**config.mk**
```make
export PLATFORM = sky130hd
export DESIGN_NAME = dmem_port_arbiter
export DESIGN_NICKNAME = d
export VERILOG_FILES = /design/src/rtl/dmem_port_arbiter_pkg.sv /design/src/rtl/dmem_port_arbiter_wait_counter.sv /design/src/rtl/dmem_port_arbiter.sv
export SDC_FILE = /design/constraint.sdc
export NUM_CORES = 1
export LEC_CHECK = 0
export CAP_MARGIN = 25
export CORE_AREA = 2 2 80 82
export DETAILED_ROUTE_END_ITERATION = 8
export DIE_AREA = 0 0 82 84
export PLACE_DENSITY = 0.79
export SKIP_CTS_REPAIR_TIMING = 1
export SYNTH_ARGS = -nofsm -noshare
export SYNTH_HDL_FRONTEND = slang
export SYNTH_SLANG_ARGS = --single-unit
```
**constraint.sdc**
```tcl
create_clock -name clk_i -period 3.27 [get_ports clk_i]
set_input_delay 0.4905 -clock clk_i [delete_from_list [all_inputs] [get_ports clk_i]]
set_output_delay 0.4905 -clock clk_i [all_outputs]
set_load 0.02 [all_outputs]
```
**src/rtl/dmem_port_arbiter_pkg.sv**
```systemverilog
// Shared types and constants for the data-memory port arbiter.
package dmem_port_arbiter_pkg;

    typedef enum logic [1:0] {
        ARB_IDLE = 2'd0,
        ARB_P    = 2'd1,
        ARB_D    = 2'd2
    } arb_state_e;

    typedef struct packed {
        logic p;
        logic d;
    } rsp_tag_t;

    localparam logic [2:0] FUNC3_WORD = 3'b010;

    // Round-robin contention: the requester that did not win last takes the port.
    function automatic logic rr_d_wins(arb_state_e last);
        return last == ARB_P;
    endfunction

endpackage

```
**src/rtl/dmem_port_arbiter_wait_counter.sv**
```systemverilog
// Saturating wait counter: clear has priority over increment; at_max_o flags saturation.
module dmem_port_arbiter_wait_counter #(
    parameter int unsigned MaxCount = 8
) (
    input  logic clk_i,
    input  logic rst_ni,
    input  logic clr_i,
    input  logic inc_i,
    output logic at_max_o
);
    localparam int unsigned CntW = $clog2(MaxCount + 1);

    logic [CntW-1:0] cnt_d, cnt_q;

    assign at_max_o = (cnt_q == CntW'(MaxCount));

    always_comb begin
        cnt_d = cnt_q;
        if (clr_i) begin
            cnt_d = '0;
        end else if (inc_i && !at_max_o) begin
            cnt_d = cnt_q + CntW'(1);
        end
    end

    always_ff @(posedge clk_i or negedge rst_ni) begin
        if (!rst_ni) begin
            cnt_q <= '0;
        end else begin
            cnt_q <= cnt_d;
        end
    end

endmodule

```
**src/rtl/dmem_port_arbiter.sv**
```systemverilog
// Shares one data-memory port between the MEM stage (P) and a debug/DMA loader (D).
// Define DMEM_ARB_RR_EN for round-robin contention; default is fixed P priority with bounded D wait.
module dmem_port_arbiter
    import dmem_port_arbiter_pkg::*;
#(
    parameter int unsigned DATA_W     = 32,
    parameter int unsigned DM_ADDRESS = 9,
    parameter int unsigned MAX_WAIT   = 8
) (
    input  logic                  clk_i,
    input  logic                  rst_ni,
    input  logic                  p_rd_i,
    input  logic                  p_wr_i,
    input  logic [DM_ADDRESS-1:0] p_addr_i,
    input  logic [DATA_W-1:0]     p_wdata_i,
    input  logic [2:0]            p_func3_i,
    output logic                  p_stall_o,
    output logic                  p_rvalid_o,
    input  logic                  d_valid_i,
    input  logic                  d_we_i,
    input  logic [DM_ADDRESS-1:0] d_addr_i,
    input  logic [DATA_W-1:0]     d_wdata_i,
    output logic                  d_ready_o,
    output logic                  d_rvalid_o,
    output logic [DATA_W-1:0]     rdata_o,
    output logic                  mem_rd_o,
    output logic                  mem_wr_o,
    output logic [DM_ADDRESS-1:0] mem_addr_o,
    output logic [DATA_W-1:0]     mem_wdata_o,
    output logic [2:0]            mem_func3_o,
    input  logic [DATA_W-1:0]     mem_rdata_i
);
    typedef struct packed {
        logic                  rd;
        logic                  wr;
        logic [DM_ADDRESS-1:0] addr;
        logic [DATA_W-1:0]     wdata;
        logic [2:0]            func3;
    } dmem_req_t;

    arb_state_e state_d, state_q;
    rsp_tag_t   tag_d, tag_q;
    dmem_req_t  p_req_s, d_req_s, mem_req;
    logic       p_req, d_wins, grant_p, grant_d, at_max;

    assign p_req = p_rd_i | p_wr_i;

    // A simultaneous rd+wr from P is illegal and resolved as a write.
    always_comb begin
        p_req_s = '{rd: p_rd_i & ~p_wr_i, wr: p_wr_i, addr: p_addr_i,
                    wdata: p_wdata_i, func3: p_func3_i};
        d_req_s = '{rd: ~d_we_i, wr: d_we_i, addr: d_addr_i,
                    wdata: d_wdata_i, func3: FUNC3_WORD};
    end

    always_comb begin
        d_wins = at_max;
`ifdef DMEM_ARB_RR_EN
        if (!at_max) begin
            d_wins = rr_d_wins(state_q);
        end
`endif
    end

    assign grant_p = p_req & (~d_valid_i | ~d_wins);
    assign grant_d = d_valid_i & (~p_req | d_wins);

    // Outputs are forced quiet while reset is held; next-state logic stays reset-free.
    always_comb begin
        mem_req = '0;
        if (rst_ni) begin
            if (grant_p) begin
                mem_req = p_req_s;
            end else if (grant_d) begin
                mem_req = d_req_s;
            end
        end
    end

    assign mem_rd_o    = mem_req.rd;
    assign mem_wr_o    = mem_req.wr;
    assign mem_addr_o  = mem_req.addr;
    assign mem_wdata_o = mem_req.wdata;
    assign mem_func3_o = mem_req.func3;
    assign p_stall_o   = rst_ni & p_req & ~grant_p;
    assign d_ready_o   = rst_ni & grant_d;
    assign p_rvalid_o  = tag_q.p;
    assign d_rvalid_o  = tag_q.d;
    assign rdata_o     = mem_rdata_i;

    always_comb begin
        state_d = state_q;
        if (grant_p) begin
            state_d = ARB_P;
        end else if (grant_d) begin
            state_d = ARB_D;
        end
        tag_d = '{p: grant_p & p_req_s.rd, d: grant_d & d_req_s.rd};
    end

    always_ff @(posedge clk_i or negedge rst_ni) begin
        if (!rst_ni) begin
            state_q <= ARB_IDLE;
            tag_q   <= '0;
        end else begin
            state_q <= state_d;
            tag_q   <= tag_d;
        end
    end

    dmem_port_arbiter_wait_counter #(
        .MaxCount (MAX_WAIT)
    ) u_wait_cnt (
        .clk_i    (clk_i),
        .rst_ni   (rst_ni),
        .clr_i    (~d_valid_i | grant_d),
        .inc_i    (d_valid_i & ~grant_d),
        .at_max_o (at_max)
    );

    p_rd_wr_exclusive_a: assert property (@(posedge clk_i) disable iff (!rst_ni)
        !(p_rd_i && p_wr_i));
    state_legal_a: assert property (@(posedge clk_i) disable iff (!rst_ni)
        state_q inside {ARB_IDLE, ARB_P, ARB_D});

endmodule

```
==> flow_metrics.env <==
export IMPL_ys_flop_type="dfrtp_1"
export IMPL_drv_cap=0
export IMPL_ir_drop_mv=0.1167
export IMPL_critPathBufInv=3
export IMPL_dieArea_sq_um=6888
export IMPL_dp_hpwl_mm=3.707
export IMPL_synth_most_common_cell="nand2_1"
export IMPL_power_mw=0.5218
export IMPL_track_usage_pct=12.85
export IMPL_min_period_ns=2.985
export IMPL_post_route_period_util_pct=91.30
export IMPL_antenna_found_initial=0
export IMPL_synth_largest_area_cell="nand2_1"
export IMPL_dp_slack_ns=0.06103
export IMPL_nets=441
export IMPL_worst_path_max_fanout=44
export IMPL_cpMostUsedCell="clkdlybuf4s50_1"
export IMPL_arrival_ns=2.49
export IMPL_synth_common_cells="nand2_1, o22ai_1, buf_4, clkbuf_1"
export IMPL_ctsRootBufferMaster="clkbuf_8"
export IMPL_drive_above_1_share_pct=3.822
export IMPL_powerDensity_nw_per_um2=203.7
export IMPL_grt_max_degree=48
export IMPL_rsz0062_at_grt="false"
export IMPL_area_growth_pct=96.26
export IMPL_grt_pass1_wl_mm=7.196
export IMPL_fmax_ghz=0.3350
export IMPL_cts_buffer_depth=2
export IMPL_worst_slew_pin_transition_ns=0.6086
export IMPL_cp_top_family="buffers and inverters"
export IMPL_finalClockSkew_ns=0.0004109
export IMPL_critPathLaunch="p_wr_i"
export IMPL_grt_pass1_vias=1648
export IMPL_synth_net_count=342
export IMPL_r2r_start="u_wait_cnt.cnt_q[0]$_DFFE_PN0P_"
export IMPL_drt_iter0_drc=66
export IMPL_critPathCaptureType="primary output"
export IMPL_grt_overflow=0
export IMPL_ys_warn_count=0
export IMPL_synth_avg_cell_area_sq_um=6.014
export IMPL_hp_class="primary input to asynchronous set/reset pin"
export IMPL_cts_buffers=3
export IMPL_cp_start_kind="primary input"
export IMPL_synth_top_area_share_pct=23.87
export IMPL_fin_ws_ns=0.2845
export IMPL_routed_wl_mm=4.857
export IMPL_worst_path_max_delay_cell="clkdlybuf4s50_1"
export IMPL_drc_errors=0
export IMPL_outcome="finished clean"
export IMPL_synth_edff_count=0
export IMPL_start_util_pct=21.41
export IMPL_cp_data_required_time_ns=2.78
export IMPL_ant_nets=0
export IMPL_vias_per_cell=4.568
export IMPL_critPathMaxStageDelay_ns=0.64
export IMPL_hold_viol_final=0
export IMPL_core_sq_um=6096
export IMPL_wl_per_cell_um=12.42
export IMPL_async_flop_share_pct=100.0
export IMPL_ys_types=25
export IMPL_syn_area_sq_um=1305
export IMPL_antennaDiodeCount=0
export IMPL_die_w_um=82
export IMPL_h_tree_depth=1
export IMPL_clk_latency_ns=0.22
export IMPL_place_congestion=0.7663
export IMPL_power_leakage_nw=1.022
export IMPL_path_cells="clkdlybuf4s50_1 -> nor2_1 -> a21oi_4 -> buf_12 -> o22ai_1 -> clkdlybuf4s50_1"
export IMPL_critPathKind="primary input to primary output"
export IMPL_seq_area_frac_synth_pct=11.51
export IMPL_tns_ns=0
export IMPL_port_buffers=140
export IMPL_clkSlewWorstSetupHoldPaths_ns=0.03
export IMPL_synthCells=217
export IMPL_firstDrtPassIters=4
export IMPL_slew_headroom_pct=59.27
export IMPL_cts_tree="yes"
export IMPL_row_count=29
export IMPL_setup_viol=0
export IMPL_vias=1786
export IMPL_synth_area_top_cells="nand2_1, o22ai_1, buf_4, dfrtp_1, buf_6"
export IMPL_cts_sinks=6
export IMPL_synth_seq_cells=6
export IMPL_slew_violations=0
export IMPL_die_y_um=84
export IMPL_ios=205
final cells by class:
type	count	area, sq um
tap	77	96.34
timing repair buffer	145	1466
sequential	6	150.1
inverter	5	18.77
clock buffer	3	41.29
fill	607	3535
multi-input combinational	155	788.3
cell families (layout without fill, tap and decap cells):
kind of cell | Yosys count | in the layout | share of synthesized area, %
XOR/XNOR | 2 | 2 | 1.343
flip-flops | 6 | 6 | 11.50
AND/OR/NAND/NOR | 101 | 101 | 31.93
buffers and inverters | 56 | 153 | 28.95
AO/OA/AOI/OAI | 50 | 50 | 24.35
adder cells (fa/ha/maj) | 2 | 2 | 1.917
final timing paths:
kind	end	slack (ns)	depth (start not counted)
max	mem_wdata_o[22]	0.28	6
min	p_rvalid_o$_DFF_PN0_	0.37	2
max reg2reg	d_rvalid_o$_DFF_PN0_	1.85	6
min reg2reg	u_wait_cnt.cnt_q[0]$_DFFE_PN0P_	0.60	2
max in group asynchronous	u_wait_cnt.cnt_q[0]$_DFFE_PN0P_	2.59	2
min in group clk_i	u_wait_cnt.cnt_q[0]$_DFFE_PN0P_	0.60	2
per-layer routing:
metal | GRT usage (%) | routed length, um | vias up
met1 | 12.96 | 1843 | 791
met5 | 0 | 0 | -
met4 | 4.848 | 85 | 0
met2 | 24.91 | 2526 | 81
li1 | - | - | 900
met3 | 2.381 | 401 | 14
power by group:
group | switching [mW] | internal [mW]
Sequential | 0.00213 | 0.0778
Clock | 0.0298 | 0.0789
Combinational | 0.141 | 0.192
layout by cell type (no fill, tap or decap), drive strengths merged:
cell type | synthesis | layout
o21ai | 4 | 4
nand3 | 2 | 2
o31a | 1 | 1
and4b | 1 | 1
a31oi | 1 | 1
xor2 | 1 | 1
nor3b | 1 | 1
nand2 | 83 | 83
o22ai | 41 | 41
dfrtp | 6 | 6
ha | 2 | 2
xnor2 | 1 | 1
and2 | 2 | 2
clkbuf | 8 | 3
nor3 | 1 | 1
inv | 5 | 5
nor2 | 6 | 6
clkdlybuf4s50 | 0 | 139
buf | 43 | 6
and3 | 4 | 4
nand4b | 1 | 1
a21oi | 3 | 3
metrics by stage:
stage,instances,cell area (sq um),hold slack (ns),util [%]
after global placement,387,2492,0.5872,40.89
after detailed placement,387,2492,0.6041,40.89
after floorplan,217,1305,0.1949,-
final,391,2561,0.3736,42.02
after global routing,391,2561,0.4079,42.02
after CTS,390,2534,0.3788,41.56
flip-flops by register name, indices dropped and copies added, names as in the netlist:
register	flops
d_rvalid_o	1
p_rvalid_o	1
u_wait_cnt.cnt_q	4
worst reg2reg max path: stages (launching register included):
cell and delay, ns:
dfrtp_1 0.36, inv_1 0.06, ha_1 0.23, and4b_4 0.23
a21oi_4 0.13, buf_12 0.23, nor2_1 0.06
Power figures use the tool's default switching activity.
